## src/rtl/div_pkg.sv

```systemverilog
// div_pkg: shared FSM encodings, handshake constants and operand helper for the divider
package div_pkg;

    typedef enum logic [1:0] {
        DIV_FREE    = 2'b00,
        DIV_BY_ZERO = 2'b01,
        DIV_ON      = 2'b10,
        DIV_END     = 2'b11
    } div_state_t;

    localparam logic DIV_RESULT_READY     = 1'b1;
    localparam logic DIV_RESULT_NOT_READY = 1'b0;
    localparam logic DIV_START            = 1'b1;
    localparam logic DIV_STOP             = 1'b0;
    localparam logic DIV_SIGNED           = 1'b1;
    localparam logic DIV_UNSIGNED         = 1'b0;
    localparam logic [5:0] DIV_STEPS      = 6'd32;

    // Magnitude of an operand; negative values only count as negative in signed mode.
    function automatic logic [31:0] div_mag(input logic s, input logic [31:0] v);
        return (s && v[31]) ? ~v + 32'd1 : v;
    endfunction

endpackage

```

## src/rtl/div.sv

```systemverilog
// div: 32-bit multi-cycle restoring divider (signed/unsigned) producing {remainder, quotient}
module div
    import div_pkg::*;
(
    input  logic        clk,
    input  logic        rst,
    input  logic        signed_div_i,
    input  logic [31:0] opdata1_i,
    input  logic [31:0] opdata2_i,
    input  logic        start_i,
    input  logic        annul_i,
    output logic [63:0] result_o,
    output logic        ready_o
);

    div_state_t  r_state;
    logic [5:0]  r_cnt;
    logic [64:0] r_work;
    logic [31:0] r_divisor;
    logic        r_neg_q;
    logic        r_neg_r;

    logic [32:0] w_diff;
    logic [31:0] w_quot;
    logic [31:0] w_rem;
    logic [31:0] w_quot_fix;
    logic [31:0] w_rem_fix;
    logic        w_signed;

    // Trial subtraction of one restoring step and the signed fix-up of the final result.
    always_comb begin
        w_diff     = {1'b0, r_work[63:32]} - {1'b0, r_divisor};
        w_quot     = r_work[31:0];
        w_rem      = r_work[64:33];
        w_quot_fix = r_neg_q ? ~w_quot + 32'd1 : w_quot;
        w_rem_fix  = r_neg_r ? ~w_rem + 32'd1 : w_rem;
        w_signed   = signed_div_i == DIV_SIGNED;
    end

    // Division FSM: latch operands, iterate 32 restoring steps, hold the result until released.
    always_ff @(posedge clk) begin
        if (!rst) begin
            r_state   <= DIV_FREE;
            r_cnt     <= 6'd0;
            r_work    <= 65'd0;
            r_divisor <= 32'd0;
            r_neg_q   <= 1'b0;
            r_neg_r   <= 1'b0;
            result_o  <= 64'd0;
            ready_o   <= DIV_RESULT_NOT_READY;
        end else begin
            case (r_state)
                DIV_FREE: begin
                    if (start_i == DIV_START && !annul_i) begin
                        r_divisor <= div_mag(w_signed, opdata2_i);
                        r_work    <= {32'd0, div_mag(w_signed, opdata1_i), 1'b0};
                        r_cnt     <= 6'd0;
                        r_neg_q   <= w_signed && (opdata1_i[31] ^ opdata2_i[31]);
                        r_neg_r   <= w_signed && opdata1_i[31];
                        r_state   <= (opdata2_i == 32'd0) ? DIV_BY_ZERO : DIV_ON;
                    end
                end
                DIV_BY_ZERO: begin
                    r_state  <= annul_i ? DIV_FREE : DIV_END;
                    result_o <= 64'd0;
                    ready_o  <= annul_i ? DIV_RESULT_NOT_READY : DIV_RESULT_READY;
                end
                DIV_ON: begin
                    if (annul_i) begin
                        r_state  <= DIV_FREE;
                        r_cnt    <= 6'd0;
                        r_work   <= 65'd0;
                        result_o <= 64'd0;
                        ready_o  <= DIV_RESULT_NOT_READY;
                    end else if (r_cnt != DIV_STEPS) begin
                        r_work <= w_diff[32] ? {r_work[63:0], 1'b0} : {w_diff[31:0], r_work[31:0], 1'b1};
                        r_cnt  <= r_cnt + 6'd1;
                    end else begin
                        r_state  <= DIV_END;
                        r_cnt    <= 6'd0;
                        result_o <= {w_rem_fix, w_quot_fix};
                        ready_o  <= DIV_RESULT_READY;
                    end
                end
                DIV_END: begin
                    if (start_i == DIV_STOP) begin
                        r_state  <= DIV_FREE;
                        result_o <= 64'd0;
                        ready_o  <= DIV_RESULT_NOT_READY;
                    end
                end
                default: r_state <= DIV_FREE;
            endcase
        end
    end

endmodule

```

## config.mk

```make
export PLATFORM = sky130hd
export DESIGN_NAME = div
export DESIGN_NICKNAME = d
export VERILOG_FILES = /design/src/rtl/div_pkg.sv /design/src/rtl/div.sv
export SDC_FILE = /design/constraint.sdc
export NUM_CORES = 1
export LEC_CHECK = 0
export ABC_AREA = 1
export CAP_MARGIN = 10
export CORE_ASPECT_RATIO = 2
export CORE_MARGIN = 5
export CORE_UTILIZATION = 30
export DETAILED_ROUTE_END_ITERATION = 12
export GPL_TIMING_DRIVEN = 0
export PLACE_DENSITY_LB_ADDON = 0.05
export SYNTH_ARGS = -nofsm -noshare
export SYNTH_HDL_FRONTEND = slang
export SYNTH_SLANG_ARGS = --single-unit
```

## constraint.sdc

```tcl
create_clock -name clk -period 2.7 [get_ports clk]
set_input_delay 0.405 -clock clk [delete_from_list [all_inputs] [get_ports clk]]
set_output_delay 0.405 -clock clk [all_outputs]
set_load 0.01 [all_outputs]
```

## Yosys cells after proc, flatten, opt, wreduce, memory -nomap -nowiden

Index checks and enable logic that the tools add are counted.

- $lt $le $gt $ge: 0
- Eq/ne operators: 8
- Bitwise gates (word level): 5
- $add $sub $neg: 6
- Div/mod/pow operators: 0
- Reductions and logical operators: 14
- Shifts and indexed selects: 0
- $mul: 0
- Mux-type cells: 29

Operators with widths:

| kind | number |
|---|---|
| 2-to-1 mux 65 bit | 4 |
| 2-to-1 mux 64 bit | 3 |
| case mux 64 bit (3 select lines) | 1 |
| case mux 65 bit (2 select lines) | 1 |
| adder 32 x 1 -> 32 bit, second input constant | 4 |
| 2-to-1 mux 32 bit | 4 |
| inverter 32 bit | 4 |
| subtractor 32 x 32 -> 33 bit | 1 |
| logical NOT 32 bit | 1 |
| 2-to-1 mux 6 bit | 3 |
| 2-to-1 mux 2 bit | 6 |
| case mux 6 bit (2 select lines) | 1 |
| AND reduction 3 bit | 3 |
| case mux 2 bit (4 select lines) | 1 |
| adder 6 x 1 -> 6 bit, second input constant | 1 |
| != test 3 bit, second input constant | 2 |
| != test 6 bit, second input constant | 1 |
| equality test 2 bit, second input constant | 2 |
| logical AND 1 bit | 4 |
| 2-to-1 mux 1 bit | 4 |
| != test 2 bit, second input constant | 2 |
| AND reduction 2 bit | 2 |
| case mux 1 bit (3 select lines) | 1 |
| nonzero test 3 bit | 1 |
| other kinds (5) | 5 |

- Flip-flop bits (word level): 172
- Bits in latches: 0
- Memories: 0
- ROM bits: 0
- Memory bits (writable): 0

## Logic depth before layout (Yosys ltp)

- Word-level depth: 6
- Depth in mapped cells: 17

## Worst setup path before layout

Ideal clock, no wire load.

- Path kind: register -> register
- From: register r_work[32]
- To: register r_work[46]
- Buffers on the path: 1
- Required time: 2.568 ns
- Library setup time: 0.132 ns
- Arrival time: 1.947 ns
- Path slack: 0.621 ns
- Cell stages (with the launch flop): 17
- Clock period less this slack: 2.079 ns
- Cells stage by stage: dfxtp_1 > inv_1 > ha_1 > fa_1 > inv_1 > nand2_1 > nand2_1 > nand3_1 > nand2_1 > nand2_1 > nand2_2 > nand2_4 > nand2_4 > buf_2 > nand3_1 > nand3_1 > a21oi_1

- Word-level cells in the longest chain between the ends: 5

Ends and longest elaborated chain:

| what | line | RTL |
|---|---|---|
| from (decl) | div.sv:18 | `logic [64:0] r_work;` |
| from (signal assigned) | div.sv:56 | `r_work <= {32'd0, div_mag(w_signed, opdata1_i), 1'b0};` |
| from (signal assigned) | div.sv:76 | `r_work <= w_diff[32] ? {r_work[63:0], 1'b0} : {w_diff[31:0], r_work[31:0], 1'b1};` |
| subtractor 32 x 32 -> 33 bit | div.sv:32 | `w_diff = {1'b0, r_work[63:32]} - {1'b0, r_divisor};` |
| 2-to-1 mux 65 bit | div.sv:76 |  |
| 2-to-1 mux 65 bit | div.sv:75 | `end else if (r_cnt != DIV_STEPS) begin` |
| 2-to-1 mux 65 bit | div.sv:69 | `if (annul_i) begin` |
| case mux 65 bit (2 select lines) | div.sv:52 | `case (r_state)` |

Every way passes these cells. The select of a mux whose other input is x is not followed.
A chain may end at the register's enable or synchronous reset.

## Final worst setup path

- From: register r_divisor[24]
- To: register r_work[57]

- Word-level cells in the longest chain between the ends: 5

Ends and longest elaborated chain:

| what | line | RTL |
|---|---|---|
| from (decl) | div.sv:19 | `logic [31:0] r_divisor;` |
| from (signal assigned) | div.sv:55 | `r_divisor <= div_mag(w_signed, opdata2_i);` |
| subtractor 32 x 32 -> 33 bit | div.sv:32 |  |
| 2-to-1 mux 65 bit | div.sv:76 |  |
| 2-to-1 mux 65 bit | div.sv:75 |  |
| 2-to-1 mux 65 bit | div.sv:69 |  |
| case mux 65 bit (2 select lines) | div.sv:52 |  |

Every way passes these cells. The select of a mux whose other input is x is not followed.

==> results.sh <==
export IMPL_synth_edf_count=0
export IMPL_synthArstFlopShare=0
export IMPL_clkTransAtPathRegs_ns=0.08
export IMPL_critical_path_cell_chain="inv_1, ha_2, nand2_1, nor2_2, inv_2, nor3_4, buf_4, a21oi_4, clkbuf_4, nand3_1, nand2_1, inv_1, nand2_1, a21oi_1"
export IMPL_syn_nets=2276
export IMPL_drtIter0Drc=609
export IMPL_synth_ff_type="dfxtp_1"
export IMPL_nFillCells=4830
export IMPL_dp_hpwl_um=52400
export IMPL_drt_first_pass_iters=5
export IMPL_reg2reg_depth=14
export IMPL_chipWidth_um=156
export IMPL_ys_warn_count=0
export IMPL_yosysTopAreaCellShare=0.268
export IMPL_hp_class="register to register"
export IMPL_wl_per_cell_um=21.4
export IMPL_outcome="finished, final reports clean"
export IMPL_n_antenna_cell=0
export IMPL_cap_violations=0
export IMPL_max_stage_delay_ns=0.37
export IMPL_via_count=14500
export IMPL_worst_path_max_fanout=10
export IMPL_hold_viol=0
export IMPL_grt_pass1_wl_um=90100
export IMPL_mostFrequentLayoutCell="nand2_1"
export IMPL_grt_pass1_vias=14600
export IMPL_yosys_area_top_type="dfxtp_1"
export IMPL_route_detailed_drc=0
export IMPL_max_freq_ghz=0.383
export IMPL_synth_cells=2163
export IMPL_die_h_um=303
export IMPL_power_density_nw_per_um2=743
export IMPL_cp_arrival_ns=2.95
export IMPL_slowest_stage="ha_2"
export IMPL_worstMarginPinSlew_ns=0.771
export IMPL_layout_nets=2433
export IMPL_vias_per_cell=5.05
export IMPL_portBuffers=133
export IMPL_dieArea_sq_um=47400
export IMPL_ys_ff_latch=172
export IMPL_start_kind="register"
export IMPL_timing_final_crit_period_ns=2.61
export IMPL_period_share=0.968
export IMPL_hold_path_startpoint="result_o[25]"
export IMPL_drv_slew=0
export IMPL_leakage_nw=7.21
export IMPL_r2r_end="r_work[57]"
export IMPL_cts_buffer_depth=2
export IMPL_routed_wl_um=61500
export IMPL_power_mw=11.6
export IMPL_criticalPathCategory="register to register"
export IMPL_required_ns=3.04
export IMPL_grt_max_degree=20
export IMPL_worst_hold_slack_ns=0.465
export IMPL_grt_use_total=0.258
export IMPL_relSlewSlack=0.486
export IMPL_min_path_cells=2
export IMPL_r2r_start="r_divisor[24]"
export IMPL_clock_latency_ns=0.47
export IMPL_multi_input_area_sq_um=7940
export IMPL_stdcell_count=2878
export IMPL_cts_tree="done"
export IMPL_yosysSeqAreaShare=0.268
export IMPL_hold_path_end="result_o[25]"
export IMPL_clock_sinks=172
export IMPL_core_sq_um=42600
export IMPL_netlist_area_sq_um=12900
export IMPL_gr_total_overflow=0
export IMPL_seqCellArea_sq_um=3450
export IMPL_crit_top_cell="nand2_1"
export IMPL_h_tree_depth=4
export IMPL_initial_utilization=0.302
export IMPL_placed_cells=2841
export IMPL_fin_area_sq_um=15600
export IMPL_drive_gt1_frac=0.0600
export IMPL_synth_avg_cell_area_sq_um=5.95
export IMPL_peakVddDrop_mv=0.494
export IMPL_hold_buffers=0
export IMPL_final_antenna_net_count=0
export IMPL_setup_viol=0
export IMPL_cts_root_buf="clkbuf_16"
export IMPL_placed_area_sq_um=14900
export IMPL_end_kind="register"
export IMPL_syn_to_final_growth_pct=21.4
export IMPL_routabilityCongestion=0.938
export IMPL_antenna_found_initial=2
export IMPL_numCtsBuffers=17
export IMPL_synth_distinct_cells=47
export IMPL_finalClockSkew_ns=0.0126
export IMPL_synth_area_leaders="dfxtp_1, nand2_1, a21oi_1, inv_1, nand3_1"
export IMPL_pin_count=134
export IMPL_reg2reg_setup_slack_ns=0.09
export IMPL_final_util=0.367
export IMPL_row_count=107
export IMPL_layout_common_cells="nand2_1, inv_1, a21oi_1"
-- worst max path at each step --
| stage | from | endpoint | slack, ns | cells past startpoint |
|---|---|---|---|---|
| 5_1_grt | r_state[0] | result_o[42] | -0.002 | 13 |
| 3_5_place_dp | annul_i | result_o[32] | -0.36 | 10 |
| 3_3_place_gp | annul_i | result_o[32] | -0.37 | 10 |
| 2_1_floorplan | r_work[32] | r_work[46] | 0.62 | 16 |
| 6_report | r_divisor[24] | r_work[57] | 0.09 | 14 |
| 4_1_cts | r_work[53] | r_work[57] | 0.01 | 14 |
-- critical path, delay by kind of cell, from the launching register on --
family | cells | cell delay, ns
buffers and inverters | 5 | 0.82
and+or+nand+nor | 6 | 0.53
AOI/OAI and AO/OA | 2 | 0.39
adders and majority gates | 1 | 0.37
DFF | 1 | 0.35
-- sequential cells by signal, summed over array words and instances (netlist names) --
name       cells
r_neg_r        1
r_state        2
r_work        65
result_o      64
r_neg_q        1
r_divisor     32
r_cnt          6
ready_o        1
-- metrics by stage --
stage          setup slack, ns  setup TNS [ns]
5_1_grt               -0.00203        -0.00203
6_report                0.0864               0
4_1_cts                 0.0107               0
3_5_place_dp            -0.359          -10.84
2_1_floorplan            0.621               0
3_3_place_gp            -0.370          -10.98
-- synth_stat cells, types with 4 or more instances --
| master | n |
|---|---|
| o211ai_1 | 11 |
| nand2_2 | 7 |
| dfxtp_1 | 172 |
| ha_1 | 43 |
| a21oi_1 | 238 |
| nand3_1 | 213 |
| or2_2 | 10 |
| xor2_1 | 36 |
| nor2_1 | 169 |
| o31ai_1 | 4 |
| o21ai_2 | 13 |
| inv_1 | 306 |
| nand4_1 | 26 |
| nand3b_1 | 11 |
| nor3_1 | 19 |
| nand2_1 | 609 |
| inv_2 | 11 |
| o21bai_1 | 5 |
| clkbuf_1 | 42 |
| o21ai_0 | 112 |
| buf_1 | 4 |
| nor4_1 | 5 |
| xnor2_1 | 17 |
| nor2_2 | 5 |
| buf_2 | 28 |
-- power by group --
part	internal (mW)	leakage (nW)	switching (mW)
clock network	1.25	0.289	1.32
logic	1.68	5.52	3.97
registers	2.88	1.40	0.510
-- repair_timing --
item	in CTS	in global routing
endpoints found under the setup margin	62	52
pin swaps	2	4
endpoints found under the hold margin	0	0
setup buffers	2	3
resized for setup	13	20
-- cell type report --
type                            count  area share
Multi-Input combinational cell   1595       0.508
Inverter                          318      0.0766
Sequential cell                   172       0.221
Clock inverter                     15      0.0112
Tap cell                          545      0.0437
Buffer                             78      0.0249
Clock buffer                       17      0.0272
Timing Repair Buffer              138      0.0876
-- cell families (layout without fill, tap and decap cells) --
group,Yosys count,in the layout,share of synthesized area
xor gates and xnor gates,53,53,0.0361
adders and majority gates,44,44,0.0434
buffers and inverters,396,566,0.120
DFF,172,172,0.268
AOI/OAI and AO/OA,406,406,0.170
and+or+nand+nor,1092,1092,0.363
-- layer usage --
metal | vias to the layer above | GRT usage | share of wire
met4 | 4 | 0.182 | 0.083
met5 | - | 0 | 0.00065
met1 | 6733 | 0.211 | 0.30
li1 | 7275 | - | -
met3 | 156 | 0.0320 | 0.030
met2 | 376 | 0.539 | 0.59
(Power assumes the default switching activity.)
